[src/rtl/pipo_load_arbiter_if.sv]
// Bus bundle for the shared PIPO load arbiter.
// Requesters drive req/req_data; the arbiter drives the rest.
interface pipo_load_arbiter_if #(
  parameter int WIDTH = 4,
  parameter int NREQ  = 2
);
  localparam int IDW = $clog2(NREQ);

  logic [NREQ-1:0]       req;
  logic [NREQ*WIDTH-1:0] req_data;
  logic [NREQ-1:0]       gnt;
  logic [WIDTH-1:0]      parallel_out;
  logic                  out_valid;
  logic [IDW-1:0]        owner;
  logic                  busy;

  modport master (
    output req, req_data,
    input  gnt, parallel_out, out_valid, owner, busy
  );

  modport slave (
    input  req, req_data,
    output gnt, parallel_out, out_valid, owner, busy
  );
endinterface

[src/rtl/pipo_load_arbiter.sv]
// Round-robin arbiter owning one shared PIPO register.
// A load is followed by a HOLD window that freezes the word.
module pipo_load_arbiter #(
  parameter int WIDTH    = 4,
  parameter int NREQ     = 2,
  parameter int HOLD_CYC = 2
) (
  input logic               clk,
  input logic               rst,
  pipo_load_arbiter_if.slave bus
);
  localparam int IDW = $clog2(NREQ);
  localparam int CW  = (HOLD_CYC > 1) ? $clog2(HOLD_CYC) : 1;
  localparam logic [CW-1:0] CNT_INIT =
    CW'((HOLD_CYC > 0) ? HOLD_CYC - 1 : 0);

  typedef enum logic {
    IDLE,
    HOLD
  } state_t;

  state_t           state;
  state_t           state_n;
  logic [CW-1:0]    cnt;
  logic [CW-1:0]    cnt_n;
  logic [IDW-1:0]   ptr;
  logic [IDW-1:0]   win;
  logic [IDW-1:0]   owner_q;
  logic [NREQ-1:0]  elig;
  logic [NREQ-1:0]  gnt_q;
  logic [WIDTH-1:0] data_q;
  logic             out_valid_q;
  logic             found;
  logic             load;
  int               idx;

  // Pick the first eligible requester at or after the pointer.
  always_comb begin
    elig  = bus.req & ~gnt_q;
    win   = '0;
    found = 1'b0;
    idx   = 0;
    for (int i = 0; i < NREQ; i++) begin
      idx = int'(ptr) + i;
      if (idx >= NREQ) idx = idx - NREQ;
      if (!found && elig[idx]) begin
        found = 1'b1;
        win   = IDW'(idx);
      end
    end
  end

  // Next state: load from IDLE, count down the hold window.
  always_comb begin
    state_n = state;
    cnt_n   = cnt;
    load    = 1'b0;
    unique case (state)
      IDLE: begin
        if (found) begin
          load = 1'b1;
          if (HOLD_CYC > 0) begin
            state_n = HOLD;
            cnt_n   = CNT_INIT;
          end
        end
      end
      HOLD: begin
        if (cnt == '0) state_n = IDLE;
        else cnt_n = cnt - 1'b1;
      end
    endcase
  end

  // State, shared register, grant pulse and pointer update.
  always_ff @(posedge clk or negedge rst) begin
    if (!rst) begin
      state       <= IDLE;
      cnt         <= '0;
      ptr         <= '0;
      gnt_q       <= '0;
      out_valid_q <= 1'b0;
      owner_q     <= '0;
      data_q      <= '0;
    end else begin
      state       <= state_n;
      cnt         <= cnt_n;
      gnt_q       <= '0;
      out_valid_q <= load;
      if (load) begin
        gnt_q[win] <= 1'b1;
        data_q     <= bus.req_data[win*WIDTH +: WIDTH];
        owner_q    <= win;
        ptr        <= (win == IDW'(NREQ - 1)) ? '0 : win + 1'b1;
      end
    end
  end

  assign bus.gnt          = gnt_q;
  assign bus.parallel_out = data_q;
  assign bus.out_valid    = out_valid_q;
  assign bus.owner        = owner_q;
  assign bus.busy         = (state == HOLD);
endmodule

[src/flat_wrapper.sv]
// flat-port wrapper written by rule: the top's interface ports become plain ports
module pipo_load_arbiter_flat 
#(
  parameter int WIDTH    = 4,
  parameter int NREQ     = 2,
  parameter int HOLD_CYC = 2
)
  (clk, rst, bus_req, bus_req_data, bus_gnt, bus_parallel_out, bus_out_valid, bus_owner, bus_busy);
  pipo_load_arbiter_if #(.WIDTH(WIDTH), .NREQ(NREQ)) bus_i ();
  input logic clk;
  input logic rst;
  input wire logic [$bits(bus_i.req)-1:0] bus_req;
  input wire logic [$bits(bus_i.req_data)-1:0] bus_req_data;
  output wire logic [$bits(bus_i.gnt)-1:0] bus_gnt;
  output wire logic [$bits(bus_i.parallel_out)-1:0] bus_parallel_out;
  output wire logic [$bits(bus_i.out_valid)-1:0] bus_out_valid;
  output wire logic [$bits(bus_i.owner)-1:0] bus_owner;
  output wire logic [$bits(bus_i.busy)-1:0] bus_busy;
  assign bus_i.req = bus_req;
  assign bus_i.req_data = bus_req_data;
  assign bus_gnt = bus_i.gnt;
  assign bus_parallel_out = bus_i.parallel_out;
  assign bus_out_valid = bus_i.out_valid;
  assign bus_owner = bus_i.owner;
  assign bus_busy = bus_i.busy;
  pipo_load_arbiter #(.WIDTH(WIDTH), .NREQ(NREQ), .HOLD_CYC(HOLD_CYC)) u_core (.clk(clk), .rst(rst), .bus(bus_i));
endmodule
[config.mk]
export PLATFORM = sky130hd
export DESIGN_NAME = pipo_load_arbiter_flat
export DESIGN_NICKNAME = d
export VERILOG_FILES = /design/src/rtl/pipo_load_arbiter_if.sv /design/src/rtl/pipo_load_arbiter.sv /design/src/flat_wrapper.sv
export SDC_FILE = /design/constraint.sdc
export NUM_CORES = 1
export LEC_CHECK = 0
export BUFFER_PORTS_ARGS = -buffer_cell sky130_fd_sc_hd__clkbuf_2
export CORE_AREA = 2 2 39 41
export DETAILED_ROUTE_END_ITERATION = 7
export DIE_AREA = 0 0 41 43
export HOLD_SLACK_MARGIN = 0.05
export PLACE_DENSITY = 0.72
export RECOVER_POWER = 100
export SLEW_MARGIN = 0
export SYNTH_ARGS = -nofsm -noshare
export SYNTH_HDL_FRONTEND = slang
export SYNTH_SLANG_ARGS = --single-unit
[constraint.sdc]
create_clock -name clk -period 1.45 [get_ports clk]
set_input_delay 0.145 -clock clk [delete_from_list [all_inputs] [get_ports clk]]
set_output_delay 0.145 -clock clk [all_outputs]
set_load 0.02 [all_outputs]
==> results.cfg <==
[synthesis]
cell_types_with_the_largest_area_share_after_synthesis = sky130_fd_sc_hd__dfrtp_1 60%, sky130_fd_sc_hd__a221o_1 8.8%, sky130_fd_sc_hd__nor4b_1 7.7%
syn-instance-count = 35
synth_fp_nets = 47
ffs_latches_synth = 11
average_size_of_a_mapped_cell_um2 = 13.0
synthDominantAreaCellType = sky130_fd_sc_hd__dfrtp_1
synth_largest_type_area_fraction_pct = 60.4
synth.yosys.warnings = 0
synth.cell_area_um2 = 455
synth.yosys.seq_area_share_pct = 60.4
synth.lib_cells_used.distinct = 14

[floorplan]
placementRows = 14
num_io_pins = 21
dieWidth_um = 41
fp.coreArea_um2 = 1380
starting_density_of_the_core_pct = 32.9
vertical_extent_of_the_die_um = 43
dieArea_um2 = 1760

[sta]
setup_ws_ns = 0.184
rsz0062_at_grt = false
slew_headroom_pct = 59.1
max_freq_mhz = 790
timing.final.max_slew_violations = 0
setup_failing_eps_final = 0
fin_crit_sh_pct = 87.3
finalCriticalPeriod_ns = 1.27
finalHoldViolCount = 0
fin_skew_ns = 0.00411
tightest_slew_ns = 0.614
final.setup.tns_ns = 0

[worst_setup_path]
crit_path_start_kind = flip-flop
setup.worst_path.class = flip-flop to flip-flop
setup.worst_path.end_class = flip-flop
worst-endpoint-required_ns = 1.60
critPathMaxFanout = 5
crit_arrival_ns = 1.42

[pwr]
irDropWorstVdd_v = 0.000755
total_leakage_power_nw = 0.295
power_per_cell_area_nw_per_um2 = 2180
post_layout_power_mw = 1.32

[placement]
port-buffer-count = 20
globalplace.congestion = 0.730
place_hpwl_um = 722
pre_cts_ws_ns = 0.183

[min_path]
hp-class = input pin to flip-flop

[final_layout]
layout.nets = 75
areaGrowthSynthToFinish_pct = 33.2
antenna_cells_inserted = 0
final-seq-area_um2 = 275
layout_cells_sized_above_1_pct = 29.0
multiInputGateArea_um2 = 153
layout.filler_cells = 143

[cts]
clkTransAtPathRegs_ns = 0.07
ctsResizeCount = 0
cts_buffers = 3
maximum_clock_path_buffer_count = 2
clk_latency_ns = 0.27
post_cts_buffers = 0
ctsRootBufferMaster = sky130_fd_sc_hd__clkbuf_4
tritoncts = built
post_cts_hold_buffer_count = 1
cts.sinks = 11
clock_tree.htree_level_count = 1

[routing]
drc_errors = 0
drt_pre_antenna_iters = 4
antenna_violating_nets_post_route = 0
vias = 382
number_of_drc_markers_in_iteration_0 = 11
wire_per_inst_um = 12.3
finalWirelength_um = 956
via_per_inst = 4.90

[global_route]
maximum_number_of_pins_on_one_net_before_global_route_repair = 12
global_route.overflow_total = 0
grt_use_total_pct = 11.9
grt_pass1_vias = 328
grt_pass1_wl_um = 1320
number_of_antenna_violations_at_the_first_check_in_global_routing = 0

[outcome]
outcome = finished clean

[job]
max_cap_violations = 0
## registers in the layout (all words and copies together) (netlist names)
register / flops
u_core.bus.busy: 1
u_core.bus.out_valid: 1
u_core.cnt: 1
u_core.bus.parallel_out: 4
u_core.bus.owner: 1
u_core.ptr: 1
u_core.bus.gnt: 2
## placed cells by master (no fill, tap or decap), types with 2 or more instances in the layout
master	Yosys	final
sky130_fd_sc_hd__clkbuf_1	0	12
sky130_fd_sc_hd__clkbuf_2	0	11
sky130_fd_sc_hd__dfrtp_1	11	11
sky130_fd_sc_hd__nor4b_1	4	4
sky130_fd_sc_hd__a221o_1	4	4
sky130_fd_sc_hd__a21o_1	3	3
sky130_fd_sc_hd__inv_1	3	3
sky130_fd_sc_hd__clkbuf_4	0	3
sky130_fd_sc_hd__nand2_1	2	2
sky130_fd_sc_hd__buf_4	0	2
## Yosys cell counts (all sizes together)
library cell	n
nor3b	1
nor3	1
a311oi	1
inv	3
a21o	3
nor4b	4
o21ai	1
dfrtp	11
a221o	4
nand2	2
buf	2
nand2b	2
## cell type report
| class | count | share of cell area (%) |
|---|---|---|
| Sequential cell | 11 | 45.4 |
| Timing Repair Buffer | 25 | 20.0 |
| Clock buffer | 4 | 4.33 |
| Multi-Input combinational cell | 19 | 25.2 |
| Inverter | 3 | 1.86 |
| Tap cell | 16 | 3.30 |
## cell families after synthesis
group	count (synthesis)	share of synthesized area, %
AND/OR/NAND/NOR	10	15.4
buffers and inverters	5	6.04
flip-flops	11	60.4
AO/OA/AOI/OAI	9	18.1
## path summary, 6_finish.rpt
kind	slack, ns	depth (start not counted)	from	endpoint
setup / recovery	0.18	3	u_core.bus.gnt[1]	u_core.bus.parallel_out[2]
hold / removal	0.10	2	bus_req_data[1]	u_core.bus.parallel_out[1]
setup reg to reg	0.18	3	u_core.bus.gnt[1]	u_core.bus.parallel_out[2]
hold reg to reg	0.48	2	u_core.cnt	u_core.bus.busy
max in group asynchronous	0.66	2	rst	u_core.cnt
min in group asynchronous	0.39	2	rst	u_core.bus.gnt[0]
## power by group
group | switching [mW] | total (mW) | internal [mW]
clock | 0.103 | 0.209 | 0.106
sequential | 0.0937 | 0.542 | 0.448
combinational | 0.345 | 0.571 | 0.227
## critical path, stage by stage (launching register included)
cell                       delay, ns
sky130_fd_sc_hd__dfrtp_1        0.39
sky130_fd_sc_hd__nand2b_2       0.18
sky130_fd_sc_hd__a21o_1         0.22
sky130_fd_sc_hd__a221o_1        0.36
## routing by layer
metal | GRT usage [%] | wire, um | vias up
li1 | - | - | 184
met1 | 16.4 | 473 | 187
met2 | 14.4 | 434 | 11
met3 | 3.14 | 49 | 0
met4 | 10.7 | 0 | 0
met5 | 0 | 0 | -
## per-stage QoR
stage	instances	instance area, um^2	hold slack [ns]	util, %
3_5_place_dp	73	589	0.0338	42.6
5_1_grt	78	607	0.0996	43.9
3_3_place_gp	73	589	0.0275	42.6
4_1_cts	78	626	0.103	45.2
6_report	78	607	0.104	43.9
2_1_floorplan	35	455	-0.151	-
Power figures use the tool's default switching activity.
